$ cat config.mk
export PLATFORM = sky130hd
export DESIGN_NAME = rotator_arbiter_flat
export DESIGN_NICKNAME = d
export VERILOG_FILES = /design/src/rtl/rot_pkg.sv /design/src/rtl/rotator_arbiter_if.sv /design/src/rtl/rot_core.sv /design/src/rtl/rotator_arbiter.sv /design/src/flat_wrapper.sv
export SDC_FILE = /design/constraint.sdc
export NUM_CORES = 1
export LEC_CHECK = 0
export ABC_AREA = 1
export CAP_MARGIN = 10
export CORE_UTILIZATION = 45
export CTS_CLUSTER_SIZE = 14
export DETAILED_ROUTE_END_ITERATION = 16
export PLACE_DENSITY = 0.8
export SKIP_CTS_REPAIR_TIMING = 1
export SYNTH_ARGS = -nofsm -noshare
export SYNTH_HDL_FRONTEND = slang
export SYNTH_SLANG_ARGS = --single-unit
$ cat constraint.sdc
create_clock -name clk -period 2.6 [get_ports clk]
set_input_delay 0.39 -clock clk [delete_from_list [all_inputs] [get_ports clk]]
set_output_delay 0.39 -clock clk [all_outputs]
set_load 0.03 [all_outputs]
$ cat src/rtl/rot_pkg.sv
// Shared constants and helpers for the rotator arbiter slice.
// Latency: n/a (declarations only).
// Backpressure: n/a.
package rot_pkg;

  localparam logic DIR_LEFT  = 1'b0;
  localparam logic DIR_RIGHT = 1'b1;

  localparam int ROT_W = 4;

  // Round-robin successor of idx among n slots, wrapping n-1 -> 0.
  function automatic int next_rr(input int idx, input int n);
    return (idx + 1 >= n) ? 0 : idx + 1;
  endfunction

endpackage

$ cat src/rtl/rotator_arbiter_if.sv
// Request/result bundle between producers, the rotator arbiter and the consumer.
// Latency: n/a (wiring only).
// Backpressure: req_ready gates producers, out_ready gates the result stage.
interface rotator_arbiter_if
  import rot_pkg::*;
#(
  parameter int W    = ROT_W,
  parameter int NREQ = 4
);

  localparam int AMT_W = $clog2(W);
  localparam int ID_W  = $clog2(NREQ);

  logic [NREQ-1:0]       req_valid;
  logic [NREQ*W-1:0]     req_data;
  logic [NREQ*AMT_W-1:0] req_amt;
  logic [NREQ-1:0]       req_dir;
  logic [NREQ-1:0]       req_ready;
  logic                  out_valid;
  logic [W-1:0]          out_data;
  logic [ID_W-1:0]       out_id;
  logic                  out_ready;

  // Producer/consumer side of the bundle.
  modport master (
    output req_valid, req_data, req_amt, req_dir, out_ready,
    input  req_ready, out_valid, out_data, out_id
  );

  // Arbiter side of the bundle.
  modport slave (
    input  req_valid, req_data, req_amt, req_dir, out_ready,
    output req_ready, out_valid, out_data, out_id
  );

endinterface

$ cat src/rtl/rot_core.sv
// Combinational W-bit barrel rotator, left or right by amt.
// Latency: 0 cycles (pure logic).
// Backpressure: none; the caller registers the result.
module rot_core
  import rot_pkg::*;
#(
  parameter int W = ROT_W
) (
  input  logic [W-1:0]         data_in,
  input  logic [$clog2(W)-1:0] amt,
  input  logic                 dir,
  output logic [W-1:0]         data_out
);

  logic [2*W-1:0] dbl;
  logic [2*W-1:0] shl;
  logic [2*W-1:0] shr;

  // Doubling the word turns a rotate into a plain shift plus a window select.
  assign dbl = {data_in, data_in};
  assign shl = dbl << amt;
  assign shr = dbl >> amt;

  // Left takes the upper window of the left shift, right the lower window.
  assign data_out = (dir == DIR_RIGHT) ? shr[W-1:0] : shl[2*W-1:W];

endmodule

$ cat src/rtl/rotator_arbiter.sv
// Round-robin shares one barrel rotator among NREQ requesters; result in a 1-entry register.
// Latency: 1 cycle from request handshake to out_valid; one result per cycle sustained.
// Backpressure: a held result with out_ready low drops every req_ready; reload same cycle on drain.
module rotator_arbiter
  import rot_pkg::*;
#(
  parameter int W    = ROT_W,
  parameter int NREQ = 4
) (
  input  logic               clk,
  input  logic               rst,
  rotator_arbiter_if.slave   bus
);

  localparam int AMT_W = $clog2(W);
  localparam int ID_W  = $clog2(NREQ);

  logic [ID_W-1:0]  rr_ptr;
  logic             out_valid_r;
  logic [W-1:0]     out_data_r;
  logic [ID_W-1:0]  out_id_r;

  logic             accept;
  logic             found;
  logic [ID_W-1:0]  winner;
  logic [NREQ-1:0]  grant;
  logic [W-1:0]     win_data;
  logic [AMT_W-1:0] win_amt;
  logic             win_dir;
  logic [W-1:0]     rot_data;

  // The output register can take a new result when empty or being drained now.
  assign accept = !out_valid_r || bus.out_ready;

  // First valid requester at or after rr_ptr, wrapping around, wins.
  always_comb begin
    int idx;
    found  = 1'b0;
    winner = '0;
    idx    = 0;
    for (int off = 0; off < NREQ; off++) begin
      idx = int'(rr_ptr) + off;
      if (idx >= NREQ) idx = idx - NREQ;
      if (!found && bus.req_valid[idx]) begin
        found  = 1'b1;
        winner = ID_W'(idx);
      end
    end
  end

  // Only the winner sees ready, and only when the result slot can take it.
  always_comb begin
    grant = '0;
    if (!rst && accept && found) grant[winner] = 1'b1;
  end

  assign bus.req_ready = grant;

  // Steer the winner's fields into the single shared rotator.
  assign win_data = bus.req_data[int'(winner)*W +: W];
  assign win_amt  = bus.req_amt[int'(winner)*AMT_W +: AMT_W];
  assign win_dir  = bus.req_dir[winner];

  rot_core #(.W(W)) u_rot (
    .data_in  (win_data),
    .amt      (win_amt),
    .dir      (win_dir),
    .data_out (rot_data)
  );

  // Result stage: load on grant, clear valid on drain, hold on stall.
  always_ff @(posedge clk) begin
    if (rst) begin
      out_valid_r <= 1'b0;
      out_data_r  <= '0;
      out_id_r    <= '0;
      rr_ptr      <= '0;
    end else if (accept) begin
      if (found) begin
        out_valid_r <= 1'b1;
        out_data_r  <= rot_data;
        out_id_r    <= winner;
        rr_ptr      <= ID_W'(next_rr(int'(winner), NREQ));
      end else begin
        out_valid_r <= 1'b0;
      end
    end
  end

  assign bus.out_valid = out_valid_r;
  assign bus.out_data  = out_data_r;
  assign bus.out_id    = out_id_r;

endmodule

$ cat src/flat_wrapper.sv
// flat-port wrapper written by rule: the top's interface ports become plain ports
module rotator_arbiter_flat import rot_pkg::*;
#(
  parameter int W    = ROT_W,
  parameter int NREQ = 4
)
  (clk, rst, bus_req_valid, bus_req_data, bus_req_amt, bus_req_dir, bus_out_ready, bus_req_ready, bus_out_valid, bus_out_data, bus_out_id);
  rotator_arbiter_if #(.W(W), .NREQ(NREQ)) bus_i ();
  input  logic clk;
  input  logic rst;
  input wire logic [$bits(bus_i.req_valid)-1:0] bus_req_valid;
  input wire logic [$bits(bus_i.req_data)-1:0] bus_req_data;
  input wire logic [$bits(bus_i.req_amt)-1:0] bus_req_amt;
  input wire logic [$bits(bus_i.req_dir)-1:0] bus_req_dir;
  input wire logic [$bits(bus_i.out_ready)-1:0] bus_out_ready;
  output wire logic [$bits(bus_i.req_ready)-1:0] bus_req_ready;
  output wire logic [$bits(bus_i.out_valid)-1:0] bus_out_valid;
  output wire logic [$bits(bus_i.out_data)-1:0] bus_out_data;
  output wire logic [$bits(bus_i.out_id)-1:0] bus_out_id;
  assign bus_i.req_valid = bus_req_valid;
  assign bus_i.req_data = bus_req_data;
  assign bus_i.req_amt = bus_req_amt;
  assign bus_i.req_dir = bus_req_dir;
  assign bus_i.out_ready = bus_out_ready;
  assign bus_req_ready = bus_i.req_ready;
  assign bus_out_valid = bus_i.out_valid;
  assign bus_out_data = bus_i.out_data;
  assign bus_out_id = bus_i.out_id;
  rotator_arbiter #(.W(W), .NREQ(NREQ)) u_core (.clk(clk), .rst(rst), .bus(bus_i));
endmodule
==> implementation parameters <==
Parameter                              Value

Floorplan
  Cell Rows ... 19
  Die H ... 55.7 um
  IO Pins ... 46
  Width of the die ... 55.7 um
  Die area ... 3100 sq um
  Area inside the core boundary ... 2730 sq um
  Starting density of the core ... 47.5%

Place
  Port Buffers ... 45
  Routability Congestion ... 0.944
  Detailed placer's ending HPWL ... 2.62 mm
  Number of cells in the design after placement ... 314

Drt
  First-pass iteration count of the detailed router ... 4
  DR DRC count ... 0
  Total detailed-routing wirelength ... 3.69 mm
  Iteration-0 DRC count of the detailed router ... 51
  Routed vias ... 1663
  Antenna Violating Nets Remaining ... 0
  Routed wire per std cell ... 11.4 um
  Via density ... 5.12

Critical path
  Required time worst endpoint ... 2.21 ns
  Crit path launch type ... input port
  Crit path top cell by count ... nand2_1
  Peak per-stage delay on the critical path ... 0.43 ns
  CP bufs+invs ... 4
  Kind of cell with the highest combined delay on the critical path ... simple AND/OR/NAND/NOR gates
  Worst Setup End Kind ... primary output
  Critical path, cell by cell ... clkdlybuf4s50_1 > nand2_1 > nand2_1 > nand2_1 > nand2_1 > nor2_4 > nand3_1 > nand3_1 > nand2_2 > clkinv_2 > ha_1 > inv_1 > nor2_2 > buf_6
  Signal arrival time at the worst endpoint ... 2.15 ns
  Start-to-end type of the worst setup path ... input port to primary output
  Crit path max fanout ... 5
  Standard cell with the maximum stage delay on the critical path ... clkdlybuf4s50_1

Clocking
  Maximum level of the CTS H-tree ... 1
  Clock sinks ... 9
  Buffer cell driving the clock tree root ... clkbuf_4
  CTS Buf Count ... 3
  Maximum clock path buffer count ... 2
  Worst skew pair latency ... 0.26 ns
  Clock tree from TritonCTS ... yes
  Clock transition at path regs ... 0.06 ns

Synth
  Net count of the mapped netlist ... 276
  Number of distinct library cell variants in the gate-level netlist after synthesis ... 25
  Flop and latch count out of synthesis ... 9
  Yosys warning count ... 0
  Cells after synthesis ... 237
  Cell area after synthesis ... 1300 sq um
  Sequential cell area fraction in the yosys report ... 13.9%
  Avg Synthesized Cell Area ... 5.48 sq um

GRT
  GR Util All Layers ... 21.2%
  Antenna violations before repair ... 0
  Via count of the first global-routing pass ... 1354
  Wire length of the first global-routing pass ... 5.47 mm
  GRT overflow ... 0
  Maximum number of pins on one net before global-route repair ... 17

Worst hold path
  Min-delay worst type ... register to register

Job
  Max cap viols ... 0

STA
  Fmax achieved ... 394 MHz
  Final worst path period need ... 2.54 ns
  Count of final setup violators ... 0
  Final cycle utilization of the critical path ... 97.6%
  Hold violation count in the final report ... 0
  Worst slew margin relative to its limit ... 79.3%
  Pin slew with the least headroom to its limit ... 0.309 ns
  Accumulated negative setup slack ... 0 ns
  Maximum clock skew at final layout ... 0.00315 ns
  Final max-slew violation count ... 0

Cells and area
  Number of nets in the layout ... 334
  Antenna diodes ... 0
  Synth-to-Final Area Change ... 48.9%
  Share of cells above drive strength 1 ... 20.4%
  Post-Route Utilization ... 70.8%
  Layout Cells excl Fill ... 325
  Number of fillers in the final layout ... 244

Run status
  Outcome ... complete, no violations
## area by class of cell
type,count,area [sq um],area share [%]
repair buffers,60,591,30.5
multi-input cells,177,922,47.7
clock buffers,4,26.3,1.36
inverters,44,174,8.99
flip-flops and latches,9,183,9.44
well taps,31,38.8,2.01
## final timing paths
kind	from	endpoint	slack, ns	cells past startpoint
max reg2reg	u_core.rr_ptr[0]	u_core.bus.out_data[3]	0.24	19
min reg2reg	u_core.bus.out_id[0]	u_core.bus.out_id[0]	0.55	2
max	bus_req_valid[1]	bus_req_ready[3]	0.06	14
min	u_core.bus.out_id[0]	u_core.bus.out_id[0]	0.55	2
## cell families after synthesis
family,count (synthesis),synth area share (%)
AOI/OAI and AO/OA,13,6.36
buffers and inverters,51,18.0
DFF,9,13.9
adders and majority gates,4,3.85
and+or+nand+nor,160,57.9
## cell usage in the layout (no fill, tap or decap), types with 6 or more instances in the layout
cell type	n
inv_1	35
clkdlybuf4s50_1	40
nand4_1	10
inv_2	6
nand3_1	43
nand2_1	67
nand2_2	13
nor2_1	15
o21ai_0	6
buf_4	13
dfxtp_1	7
## Yosys cell counts
master / n / area share [%]
a21oi_1: 3 / 1.2
buf_2: 2 / 0.77
buf_4: 2 / 1.2
buf_6: 2 / 1.7
buf_8: 1 / 1.2
clkinv_2: 1 / 0.38
dfxtp_1: 9 / 14
ha_1: 4 / 3.9
inv_1: 38 / 11
inv_2: 4 / 1.2
inv_6: 1 / 0.67
nand2_1: 72 / 21
nand2_2: 9 / 4.3
nand3_1: 46 / 18
nand3_2: 1 / 0.77
nand3_4: 2 / 2.7
nand4_1: 10 / 4.8
nor2_1: 17 / 4.9
nor2_2: 1 / 0.48
nor2_4: 1 / 0.87
o211ai_2: 2 / 1.9
o21a_1: 1 / 0.58
o21ai_0: 6 / 2.3
o21ai_1: 1 / 0.38
or2_2: 1 / 0.48
## worst reg2reg max path, delay by kind of cell, from the launching register on
kind,cells,cell delay [ns]
DFF,1,0.35
and+or+nand+nor,14,1.32
buffers and inverters,5,0.59
## flip-flops by register name (all words and copies together), names as in the netlist
signal / count
u_core.bus.out_id: 2
u_core.rr_ptr: 2
u_core.bus.out_data: 4
u_core.bus.out_valid: 1
## through the flow
step	worst slack (ns)	area (sq um)	hold slack [ns]
6_report	0.0618	1930	0.549
5_1_grt	-0.0213	1930	0.593
4_1_cts	-0.0346	1810	0.549
3_5_place_dp	-0.0243	1790	0.520
3_3_place_gp	-0.00334	1790	0.504
2_1_floorplan	0.221	1300	0.527
## layer usage
metal,GRT usage [%],wire [um]
met2,35.5,1710
met4,5.71,0
met5,0,0
met3,2.09,244
met1,28.9,1730
Power is left out: the tool's default activity adds up to more than one toggle a clock period on the data nets, which glitch-free logic cannot reach.
